`src/rtl/cpu_pkg.sv`:
```
// Shared execute-stage definitions: datapath width, divider states and latency.
package cpu_pkg;

   localparam int unsigned DATA_W      = 32;
   // Cycles from START being sampled until DONE is visible; used by the stall unit.
   localparam int unsigned DIV_LATENCY = 33;

   typedef enum logic [1:0] {
      IDLE = 2'b00,
      CALC = 2'b01,
      FIN  = 2'b10
   } div_state_t;

endpackage

```
`src/rtl/div_step.sv`:
```
// One restoring shift-subtract iteration of the divider (purely combinational).
module div_step
   import cpu_pkg::*;
#(
   parameter int unsigned WIDTH = DATA_W
) (
   input  logic [WIDTH-1:0] rem_in,
   input  logic             dvd_msb,
   input  logic [WIDTH-1:0] dvs,
   output logic [WIDTH-1:0] rem_out,
   output logic             q_bit
);

   logic [WIDTH:0]   trial;
   logic [WIDTH+1:0] diff;

   // Shift in the next dividend bit, trial-subtract with one guard bit, restore on borrow.
   always_comb begin
      trial   = {rem_in, dvd_msb};
      diff    = {1'b0, trial} - {2'b00, dvs};
      q_bit   = ~diff[WIDTH+1];
      rem_out = q_bit ? WIDTH'(diff) : WIDTH'(trial);
   end

endmodule

```
`src/rtl/div32_seq.sv`:
```
// Sequential restoring divider with fixed 33-cycle latency (MIPS DIV/DIVU semantics).
// LO = quotient, HI = remainder; divide-by-zero yields LO = all ones, HI = dividend.
module div32_seq
   import cpu_pkg::*;
#(
   parameter int unsigned WIDTH = DATA_W,
   parameter int unsigned CNT_W = 6
) (
   input  logic             CLK,
   input  logic             RST,
   input  logic             START,
   input  logic             SIGNED,
   input  logic [WIDTH-1:0] OP1,
   input  logic [WIDTH-1:0] OP2,
   output logic [WIDTH-1:0] HI,
   output logic [WIDTH-1:0] LO,
   output logic             BUSY,
   output logic             DONE
);

   div_state_t       state;
   logic [CNT_W-1:0] cnt;
   logic [WIDTH-1:0] rem;
   logic [WIDTH-1:0] dvd;     // dividend magnitude, shifts into the quotient
   logic [WIDTH-1:0] dvs;
   logic [WIDTH-1:0] op1_q;   // raw dividend, returned on HI for divide-by-zero
   logic             neg_q;
   logic             neg_r;
   logic             dvz;

   logic [WIDTH-1:0] rem_nxt;
   logic             q_bit;

   // Unsigned magnitude; the most negative value maps onto itself as an unsigned number.
   function automatic logic [WIDTH-1:0] mag(input logic [WIDTH-1:0] x, input logic sgn);
      return (sgn && x[WIDTH-1]) ? (WIDTH'(0) - x) : x;
   endfunction

   div_step #(.WIDTH(WIDTH)) u_step (
      .rem_in  (rem),
      .dvd_msb (dvd[WIDTH-1]),
      .dvs     (dvs),
      .rem_out (rem_nxt),
      .q_bit   (q_bit)
   );

   // Control FSM, iteration datapath and registered results.
   always_ff @(posedge CLK or posedge RST) begin
      if (RST) begin
         state <= IDLE;
         cnt   <= '0;
         rem   <= '0;
         dvd   <= '0;
         dvs   <= '0;
         op1_q <= '0;
         neg_q <= 1'b0;
         neg_r <= 1'b0;
         dvz   <= 1'b0;
         HI    <= '0;
         LO    <= '0;
         BUSY  <= 1'b0;
         DONE  <= 1'b0;
      end else begin
         DONE <= 1'b0;
         case (state)
            IDLE: begin
               if (START) begin
                  state <= CALC;
                  BUSY  <= 1'b1;
                  cnt   <= '0;
                  rem   <= '0;
                  dvd   <= mag(OP1, SIGNED);
                  dvs   <= mag(OP2, SIGNED);
                  op1_q <= OP1;
                  neg_q <= SIGNED & (OP1[WIDTH-1] ^ OP2[WIDTH-1]);
                  neg_r <= SIGNED & OP1[WIDTH-1];
                  dvz   <= (OP2 == '0);
               end
            end
            CALC: begin
               rem <= rem_nxt;
               dvd <= {dvd[WIDTH-2:0], q_bit};
               cnt <= cnt + CNT_W'(1);
               if (cnt == CNT_W'(WIDTH - 1)) begin
                  state <= FIN;
               end
            end
            FIN: begin
               if (dvz) begin
                  LO <= '1;
                  HI <= op1_q;
               end else begin
                  LO <= neg_q ? (WIDTH'(0) - dvd) : dvd;
                  HI <= neg_r ? (WIDTH'(0) - rem) : rem;
               end
               DONE  <= 1'b1;
               BUSY  <= 1'b0;
               state <= IDLE;
            end
            default: begin
               state <= IDLE;
               BUSY  <= 1'b0;
            end
         endcase
      end
   end

endmodule

```
`config.mk`:
```
export PLATFORM = sky130hd
export DESIGN_NAME = div32_seq
export DESIGN_NICKNAME = d
export VERILOG_FILES = /design/src/rtl/cpu_pkg.sv /design/src/rtl/div_step.sv /design/src/rtl/div32_seq.sv
export SDC_FILE = /design/constraint.sdc
export NUM_CORES = 1
export LEC_CHECK = 0
export CAP_MARGIN = 30
export CORE_MARGIN = 2
export CORE_UTILIZATION = 45
export CTS_CLUSTER_SIZE = 8
export DETAILED_ROUTE_END_ITERATION = 8
export PLACE_DENSITY = 0.66
export SKIP_LAST_GASP = 1
export SYNTH_ARGS = -nofsm -noshare
export SYNTH_HDL_FRONTEND = slang
export SYNTH_SLANG_ARGS = --single-unit
```
`constraint.sdc`:
```
create_clock -name CLK -period 15 [get_ports CLK]
set_clock_uncertainty 0.05 [all_clocks]
set_input_delay 1.5 -clock CLK [delete_from_list [all_inputs] [get_ports CLK]]
set_output_delay 1.5 -clock CLK [all_outputs]
set_load 0.01 [all_outputs]
```
# == After elaboration in Yosys (flattened, before gate mapping) ==
# Cells that the tools add are included.
# op_classes
add_sub_neg,6
n_mul,0
n_div,0
magnitude_cmp,0
eq_ne,5
shift,0
mux,19
n_bitwise,5
n_reduce_logical,9
# ops
op,count
$mux 32,9
$pmux 32 s2,2
$sub 1x32->32 const A,4
$sub 33x32->34,1
$logic_not 32->1,1
$pmux 6 s2,1
$reduce_and 2->1,4
$add 6x1->6 const B,1
$eq 6x5->1 const B,1
$mux 6,1
$mux 2,2
$ne 2x2->1 const B,2
$pmux 2 s2,1
$and 1x1->1,2
$eq 2x1->1 const B,1
$eq 2x2->1 const B,1
$logic_and 1x1->1,2
$logic_not 2->1,1
$mux 1,2
$not 1->1,2
$pmux 1 s2,1
$reduce_bool 2->1,1
$xor 1x1->1,1
# word_totals
ff_bits,205
latch_bits,0
mem_bits_rw,0
rom_bits,0
inputBits,68
out_inout_bits,66
word_cells,57
mem_count,0

# == Logic depth before layout (Yosys ltp) ==
# logic_depth
ltp_word,4
ltp_mapped,13
ltp_nobuf,12

# == Hierarchy ==
# Synthesis repeated with hierarchy kept, for this count alone.
# unflattened
hier_cells,1582
area_unflattened_um2,12996.2
# modules_own_cells
mod,n_inst,cells_per_inst,area_per_inst_um2,seq_area_each_um2
div32_seq,1,1209,10567.6,5129.9
div_step,1,373,2428.6,0.0

# == Worst setup path before layout ==
# Ideal clock, no wire load.
# synth_path
path_type,input to register
from,input port OP1[4]
to,register dvd[31]
setup_ns,0.066
t_arrival_ns,3.621
t_required_ns,14.884
path_slack_ns,11.263
path_stages,8
path_buffers,0
cell_sequence,or3_1 > or4_1 > nand2b_1 > nor2b_1 > nand3_1 > or4_1 > a21oi_1 > a221o_1
# synth_between
elab_chain_len,4
# synth_lines
element,line_no,text
"start, declared",div32_seq.sv:13,"input logic [WIDTH-1:0] OP1,"
$sub 1x32->32,div32_seq.sv:36,return (sgn && x[WIDTH-1]) ? (WIDTH'(0) - x) : x;
$mux 32,div32_seq.sv:36,
$mux 32,div32_seq.sv:67,if (START) begin
$pmux 32 s2,div32_seq.sv:65,case (state)
"end signal, assigned",div32_seq.sv:72,"dvd <= mag(OP1, SIGNED);"
"end signal, assigned",div32_seq.sv:82,"dvd <= {dvd[WIDTH-2:0], q_bit};"
"end, declared",div32_seq.sv:24,logic [WIDTH-1:0] dvd;
# No other way between the ends. The select of a mux whose other input is x is not followed.
# A chain may end at the register's enable or synchronous reset.

# == Final worst setup path ==
# layout_path
from,input port OP1[2]
to,register dvd[31]
# The elaborated chain is that of the path after synthesis.

==> impl_metrics.ini <==
[synth]
synthCells = 1479
synth_simple_gate_area_frac = 0.193
synthTopCellsByArea = dfrtp_1 41%, xor2_1 6.9%, nand2_1 6.8%, o21ai_0 6.3%, nand3_1 4.2%
ys_types = 63
synth.net_count = 1585
synth_top_area_cell = dfrtp_1
synth-adder-area-share = 0.0386
synth_xor_area_frac = 0.101
syn_area_um2 = 12500
synth_top_family_by_area = compound AO/OA/AOI/OAI gates
synthArstFlopShare = 1.00
synth_seq_cells = 205
synth_compound_area_frac = 0.210
synthMuxAreaShare = 0.00849
synth_top_flop_cell = dfrtp_1
synth_warnings = 0
synth_top_area_frac = 0.410
synth_edf_count = 0
ys_seq_area_frac = 0.410
synth.avg_cell_area_um2 = 8.47

[routing]
dr.pass1.iters = 6
ant_nets = 0
routed_wl_mm = 33.9
drt_iter0_drc = 865
viasPerCell = 5.64
drc_errors = 0
via_count = 11100
post_drt_wl_per_cell_um = 17.3

[placed_design]
port_buffers = 133
gp_congestion = 0.918
dp.cells = 1927
hpwl_mm = 24.2

[cts]
cts_setup_buffers = 0
cts_sinks = 205
cts_tree = built
insertion_delay_ns = 0.53
ctsHoldBuffers = 0
htree_levels = 1
cts_resized = 0
clk_root_buffer_cell = clkbuf_16
cts_made_buffers = 29
path_clk_slew_ns = 0.05
clock_path_buffers = 3

[worst_hold_path]
hold_class = flop to flop
hp-start = cnt[5]
hold_depth = 1
worstHoldEndpoint = cnt[5]

[critical_path]
r2r-end = rem[24]
cpMaxStageDelayCell = or4_1
critPathCaptureType = flop
crit_fanout = 5
cp.arrival_ns = 4.59
path_cells = clkdlybuf4s50_1, or3_1, or4_1, nand2b_1, nor2b_1, nand3_1, or4_1, a21oi_1, a221o_1
worstReg2RegStart = rem[10]
criticalPathCategory = primary input to flop
reg2regPathDepth = 10
path_buf_inv = 1
cp.required_ns = 15.42
cpMostUsedCell = or4_1
crit_family = simple AND/OR/NAND/NOR gates
startpoint = OP1[2]
max_stage_delay_ns = 0.53
regToRegSetupSlack_ns = 11.23
cp-start-kind = primary input

[cells_and_area]
nets = 1687
fin_cells = 1960
fin_util = 0.541
layout_commonest_cell = nand2_1
drive_gt1_frac = 0.0424
antennaDiodeCount = 0
layout_common_cells = 227 x nand2_1, 204 x dfrtp_1, 157 x o21ai_0
syn_to_final_growth_pct = 19.4

[pwr]
p_leak_nw = 6.37
cellPowerDensity_nw_per_um2 = 213
vdd_ir_drop_max_mv = 0.0913
pwr-share-comb = 0.493
pwr-share-seq = 0.332
p_switching_w = 0.00133
p_sw_frac = 0.416
intPower_w = 0.00186
clkPwrFrac = 0.176

[sta]
finalCritPeriodShare = 0.278
timing.hold.ws_ns = 0.420
hold_viol_final = 0
setup_viol = 0
max_freq_ghz = 0.240
slew_viol_final = 0
setup-tns-final_ns = 0
fin_crit_ns = 4.17
slew_headroom = 0.331
rsz0062_at_grt = false
tightest_slew_ns = 1.00

[grt]
grtUsageTotal = 0.232
grt_pass1_wl_mm = 54.8
grt.overflow.total = 0
grt_pass1_vias = 10300
antenna_found_initial = 0
grt_start_max_net_pins = 132

[floorplan]
fp.dieH_um = 171
coreArea_um2 = 27600
placement_rows = 61
start_util = 0.453
die-area_um2 = 29200
num_io_pins = 134
die_w_um = 171

[flow_run]
maxCapViolations = 0

[run_status]
status = complete, no violations
-- cells by family after synthesis --
family,Yosys count
xor gates and xnor gates,145
buffers and inverters,130
AOI/OAI and AO/OA,420
adders and majority gates,38
DFF,205
and+or+nand+nor,531
muxes,10
-- how the worst max path moves through the flow --
stage / slack [ns] / end / cells after the start
2_1_floorplan: 7.85 / BUSY / 1
3_3_place_gp: 10.40 / dvd[31] / 9
3_5_place_dp: 10.33 / dvs[28] / 8
4_1_cts: 10.90 / dvs[28] / 8
5_1_grt: 10.57 / dvd[31] / 9
6_report: 10.83 / dvd[31] / 9
-- synth_stat cells (all sizes together) (13+ instances only) --
cell type  number
buf            15
a22oi          28
clkbuf         64
ha             37
nand3         106
or4            15
a21o           13
o41ai          23
xor2           98
or3            16
o21ai         159
o31ai          37
and3           17
xnor2          47
inv            51
a21oi          95
dfrtp         205
nor2           93
nand2         228
-- metal layers --
layer,GRT usage,share of wire,vias to the layer above,wire [um]
li1,-,-,5450,-
met1,0.339,0.47,5183,16000
met2,0.367,0.45,358,15300
met3,0.0264,0.054,62,1850
met4,0.0582,0.021,0,727
met5,0,0,-,0
-- power groups by stage --
stage / Clock (W) / Combinational, W / Sequential [W]
after CTS: 0.000572 / 0.00157 / 0.00105
after floorplan: 0 / 0.00109 / 0.00101
final: 0.000560 / 0.00157 / 0.00106
after global routing: 0.000593 / 0.00176 / 0.00109
after detailed placement: 0 / 0.00156 / 0.00106
after global placement: 0 / 0.00153 / 0.00105
-- state kept, by name, summed over array words and instances (netlist names) --
name	flops
HI	32
LO	32
dvd	32
dvs	32
op1_q	32
rem	32
cnt	6
state	2
BUSY	1
DONE	1
dvz	1
neg_q	1
neg_r	1
-- worst register-to-register path, cell delays in order, from the launching register on --
cell      delay (ns)
dfrtp_1         0.48
ha_1            0.43
and3_1          0.30
o211ai_1        0.13
a31oi_1         0.35
o21ai_0         0.26
o31ai_1         0.31
buf_4           0.21
a2111o_1        0.77
a32oi_1         0.21
o21ai_0         0.19
-- stage by stage --
step	instance area, um^2	setup slack (ns)	total power (W)
floorplan	12500	7.85	0.00210
global placement	14200	10.40	0.00259
detailed placement	14200	10.33	0.00262
finish	15000	10.83	0.00319
CTS	14900	10.90	0.00319
global route	15000	10.57	0.00345
-- area by class of cell --
class	count	area, um^2
fillers	2631	12700
multi-input cells	1144	6930
flip-flops and latches	205	5130
repair buffers	150	1480
clock buffers	32	737
well taps	378	473
inverters	51	199
Power figures use the tool's default switching activity.
